**config.mk**
```make
export PLATFORM = sky130hd
export DESIGN_NAME = mux_rr_arbiter
export DESIGN_NICKNAME = d
export VERILOG_FILES = /design/src/rtl/mux_rr_arbiter.sv
export SDC_FILE = /design/constraint.sdc
export NUM_CORES = 1
export LEC_CHECK = 0
export CAP_MARGIN = 30
export CORE_UTILIZATION = 31
export CTS_CLUSTER_DIAMETER = 100
export DETAILED_ROUTE_END_ITERATION = 6
export PLACE_DENSITY_LB_ADDON = 0.25
export SLEW_MARGIN = 10
export SYNTH_ARGS = -nofsm -noshare
export SYNTH_HDL_FRONTEND = slang
export SYNTH_SLANG_ARGS = --single-unit
export TNS_END_PERCENT = 1
```
**constraint.sdc**
```tcl
create_clock -name clk -period 1.9 [get_ports clk]
set_clock_uncertainty 0.1 [all_clocks]
set_input_delay 0.38 -clock clk [delete_from_list [all_inputs] [get_ports clk]]
set_output_delay 0.38 -clock clk [all_outputs]
set_load 0.01 [all_outputs]
```
**src/rtl/mux_rr_arbiter.sv**
```systemverilog
// Round-robin arbiter for a shared N-input stream mux: locks one requester for a
// whole packet (first beat through last) and steers its data to the single output.
module mux_rr_arbiter #(
  parameter int SELECT_LINES = 2,
  parameter int DATA_WIDTH   = 8,
  localparam int N           = 2 ** SELECT_LINES
) (
  input  logic                    clk,
  input  logic                    rst,
  input  logic [N-1:0]            in_valid,
  input  logic [N-1:0]            in_last,
  input  logic [DATA_WIDTH*N-1:0] in_data,
  output logic [N-1:0]            in_ready,
  output logic                    out_valid,
  output logic                    out_last,
  output logic [DATA_WIDTH-1:0]   out_data,
  input  logic                    out_ready,
  output logic [SELECT_LINES-1:0] grant_sel,
  output logic                    busy
);

  typedef enum logic {IDLE, LOCKED} state_t;

  state_t                  state_reg;
  logic [SELECT_LINES-1:0] rr_ptr_reg;
  logic [SELECT_LINES-1:0] winner;
  logic [SELECT_LINES-1:0] cand;
  logic                    found;
  logic [DATA_WIDTH-1:0]   slices [N];

  assign busy = (state_reg == LOCKED);

  genvar gi;
  generate
    for (gi = 0; gi < N; gi++) begin : g_req
      assign slices[gi]   = in_data[DATA_WIDTH*gi +: DATA_WIDTH];
      assign in_ready[gi] = busy & out_ready & (grant_sel == SELECT_LINES'(gi));
    end
  endgenerate

  assign out_data  = slices[grant_sel];
  assign out_valid = busy & in_valid[grant_sel];
  assign out_last  = busy & in_last[grant_sel];

  // Scan from rr_ptr upwards; the select-width add wraps N-1 back to 0 for free.
  always_comb begin
    found  = 1'b0;
    winner = rr_ptr_reg;
    cand   = rr_ptr_reg;
    for (int i = 0; i < N; i++) begin
      cand = rr_ptr_reg + SELECT_LINES'(i);
      if (!found && in_valid[cand]) begin
        found  = 1'b1;
        winner = cand;
      end
    end
  end

  always_ff @(posedge clk) begin
    if (rst) begin
      state_reg  <= IDLE;
      grant_sel  <= '0;
      rr_ptr_reg <= '0;
    end else begin
      case (state_reg)
        IDLE: begin
          if (found) begin
            grant_sel <= winner;
            state_reg <= LOCKED;
          end
        end
        LOCKED: begin
          // Just-served requester drops to lowest priority for the next round.
          if (out_valid && out_ready && out_last) begin
            state_reg  <= IDLE;
            rr_ptr_reg <= grant_sel + SELECT_LINES'(1);
          end
        end
        default: state_reg <= IDLE;
      endcase
    end
  end

endmodule
```
# --- Word-level counts from Yosys, hierarchy flattened ---
# Index checks and enable logic that the tools add are counted.
totals:
  reg_bits: 5
  in_bits: 43
  wordCells: 61
classes:
  addsub: 4
  n_lt_le_gt_ge: 6
  eq_ne: 3
  muxes: 25
  bitwise_logic: 9
  reduce_logical: 11
op_table:
  columns: ["cell", "count"]
  rows:
  - ["$bmux 8 s2", 1]
  - ["$mux 8", 2]
  - ["$lt 2x3->1 const B", 5]
  - ["$bmux 1 s2", 6]
  - ["$mux 1", 12]
  - ["$and 1x1->1", 7]
  - ["$mux 2", 3]
  - ["$logic_and 1x1->1", 5]
  - ["$add 2x1->2 const B", 2]
  - ["$add 2x2->2 const B", 2]
  - ["$eq 2x2->1 const B", 2]
  - ["$reduce_and 2->1", 2]
  - ["$ge 3x3->1 const B", 1]
  - ["$logic_not 1->1", 3]
  - ["$not 2->3", 1]
  - ["$eq 2x1->1 const B", 1]
  - ["$logic_not 2->1", 1]
  - ["$pmux 1 s2", 1]
  - ["$not 1->1", 1]

# --- Longest topological paths before layout ---
logic_depth:
  depth_word: 14
  mapped_depth: 6

# --- Least setup slack after synthesis ---
# OpenSTA, ideal clock, no wires.
synth_path:
  path_kind: "register -> output"
  startpoint: "register grant_sel[0]"
  endpoint: "output out_data[0]"
  t_arrival_ps: 1370
  t_required_ps: 1420
  path_slack_ps: 50
  path_stages_with_launch: 4
  cell_sequence: "dfxtp_1 > buf_6 > buf_2 > mux4_2"
synth_via:
  elab_chain_len: 4
synth_lines:
  columns: ["element", "line_no", "rtl"]
  rows:
  - ["start, declared", "18", "output logic [SELECT_LINES-1:0] grant_sel,"]
  - ["start signal, assigned", "68", "grant_sel <= winner;"]
  - ["$not 2->3 (not written as such)", "41", "assign out_data = slices[grant_sel];"]
  - ["$bmux 8 s2", "41", null]
  - ["$mux 8 (not written as such) (2 in series)", "41", null]
  - ["end, declared", "16", "output logic [DATA_WIDTH-1:0] out_data,"]
# Every way passes these cells. The select of a mux whose other input is x is not followed.

# --- Worst setup path after layout ---
layout_path:
  startpoint: "register grant_sel[0]"
  endpoint: "output out_last"
layout_via:
  elab_chain_len: 3
layout_lines:
  columns: ["element", "line_no", "rtl"]
  rows:
  - ["$bmux 1 s2", "43", "assign out_last = busy & in_last[grant_sel];"]
  - ["$mux 1 (not written as such)", "43", null]
  - ["$and 1x1->1", "43", null]
  - ["end, declared", "15", "output logic out_last,"]
# Every way passes these cells. The select of a mux whose other input is x is not followed.

==> metrics.txt <==
Worst Hold Launch rr_ptr_reg[1]$_SDFFE_PP0P_; Final HPWL DP 1980 µm; Hold Path Depth 2; Final Wtd Congestion just over 0.8; vias in the first global route ~860; Synth Cell Area 689 µm²; top cell type's share of synthesized area 0.294; die area roughly 2400 µm²; Tot Pwr around 520 µW; share of layout cells above drive strength 1 0.324; Final Hold Fails 0; Port Buffers 59; Core Region 2020 µm²; synth warn 0; Core Rows 16; crit-path max cell delay 510 ps; Worst Setup Slack, final -7.72 ps; Initial Util 0.341; leading area contributor after synthesis mux4_2; setup_tns -10.9 ps; Post-synth EDFFs 0; worst-case reg-to-reg path depth 6; Reg clk slew, reported paths 40 ps; ANT cells 0; worst vdd ir 0.000395 V; largest cells by area after synthesis mux4_2 (29%), dfxtp_1 (15%), ha_1 (7.3%); Leak Pwr ~0.60 nW; crit path launch type register; initial antenna violation count 0; pwr dens 373 nW/µm²; FF-to-FF Start grant_sel[0]$_SDFFE_PP0P_; Via density between 5 and 6; Max Cap Viol 0; RSZ-0062 raised after global routing yes; router iterations before antenna repair 4; register bit total from synthesis 5; largest net degree at the start of global routing 11; critical path arrival 1430 ps; CTS Buf Count 3; count leader, synth mux4_2; Total Wirelength 2410 µm; Hold EP rr_ptr_reg[1]$_SDFFE_PP0P_; Reg-to-Reg End rr_ptr_reg[0]$_SDFFE_PP0P_; synthesized area per cell 9.71 µm²; CTS tree built; status finished with violations; Top Ports 60; most frequent cells after synthesis mux4_2 (9), nor2_1 (7), dfxtp_1 (5), nor2b_1 (5); Cells after Synth 71; Final setup viols 2; Slew Limit Fails 0; ANT nets after route 0; Syn Nets 118; DRT iter0 DRCs 11; violated checks negative setup slack; sequential share of the synthesized area 0.145; Main synth FF type dfxtp_1; CTS Buffer Depth 2; Worst R2R Setup Slack 50 ps; Worst Path Required 1420 ps; post-layout net count 190; WS Path Type register to primary output; Critical Path, Cell by Cell mux4_2, and2_1, buf_2; CTS Hold Bufs 0; Die H 49.2 µm; DRC violation count after routing 0; DR vias around 860; clk root buf clkbuf_4; final worst path period need ~1900 ps; WL per Instance approximately 14 µm; Congestion Overflow GR 0; Die X a little under 50 µm; f_max 524 MHz; Hold Crit Class register to register; insertion delay to the later sink of the worst-skew pair ~240 ps; asr flop ratio synth 0; Worst Tran Pin Value 274 ps; period utilisation layout 1.00; Critical Path Slowest Stage Cell mux4_2; crit path capture type primary output; Layout area overhead 102%; max_slew headroom 0.815; first-pass GRT wire length 3930 µm; CTS H-tree lvls 1; worst-path maximum fanout 4; Yosys cell types 32; total track usage 0.209; # clock sinks 5
==> through the flow <==
step                instances  setup slack, ps  hold WS (ps)  utilization  instance area (µm²)
floorplan                  71             49.8           349            -                  689
global placement          165             -455           444        0.688                 1390
detailed placement        165             -473           463        0.688                 1390
CTS                       169            -14.7           472        0.686                 1390
global route              169            -57.0           528        0.688                 1390
finish                    169            -7.72           472        0.688                 1390
==> report_power, final <==
| group | leakage [nW] | internal, mW | switching [mW] | total (mW) |
|---|---|---|---|---|
| clock network | 0.0150 | 0.0793 | 0.0414 | 0.121 |
| logic | 0.541 | 0.182 | 0.0938 | 0.276 |
| registers | 0.0421 | 0.111 | 0.0110 | 0.122 |
==> worst max-delay path, delay by kind of cell (launching register included) <==
family,cells,cell delay [ps]
mux,1,510
flops,1,380
simple gates,1,170
buf+inv,1,130
==> cell type report <==
class | count | area [µm²]
Tap cell | 27 | 33.8
Multi-Input combinational cell | 59 | 572
Timing Repair Buffer | 71 | 643
Sequential cell | 5 | 105
Clock buffer | 4 | 26.3
Fill cell | 174 | 631
Inverter | 3 | 11.3
==> layout by cell type, fill, tap and decap left out, drive strengths merged, types with 2 or more instances in the layout <==
cell,count
or3,2
dlygate4sd2,10
mux2i,2
ha,4
nor2,7
dfxtp,5
o21ai,2
nor2b,5
a21oi,3
nand2b,2
and3,4
clkdlybuf4s50,36
buf,22
mux4,9
clkbuf,6
inv,3
mux2,3
nand2,4
a2bb2oi,2
==> worst max-delay path by stage <==
stage / slack, ps / start / depth (start not counted) / end
3_3_place_gp: -450 / in_last[3] / 4 / out_last
2_1_floorplan: 50 / grant_sel[0]$_SDFFE_PP0P_ / 3 / out_data[0]
4_1_cts: -10 / grant_sel[0]$_SDFFE_PP0P_ / 3 / out_last
6_report: -8 / grant_sel[0]$_SDFFE_PP0P_ / 3 / out_last
3_5_place_dp: -470 / in_last[0] / 4 / out_last
5_1_grt: -60 / grant_sel[0]$_SDFFE_PP0P_ / 3 / out_data[4]
==> logic make-up after synthesis <==
kind of cell               after synthesis  synth area share
AOI/OAI and AO/OA                       13             0.133
adders and majority gates                4            0.0726
buffers and inverters                    7            0.0526
DFF                                      5             0.145
muxes                                   14             0.377
and+or+nand+nor                         28             0.220
==> routing by layer <==
metal	wire length, µm	global-route usage	up-vias
met5	0	0	-
met4	14	0.0294	0
met3	230	0.0561	2
met2	1200	0.388	50
met1	960	0.240	399
li1	-	-	411
==> what timing repair did <==
action	in CTS	in global routing
resized for setup	61	7
endpoints found under the setup margin	16	14
pin swaps	0	0
setup buffers	0	0
(Power assumes the default switching activity.)
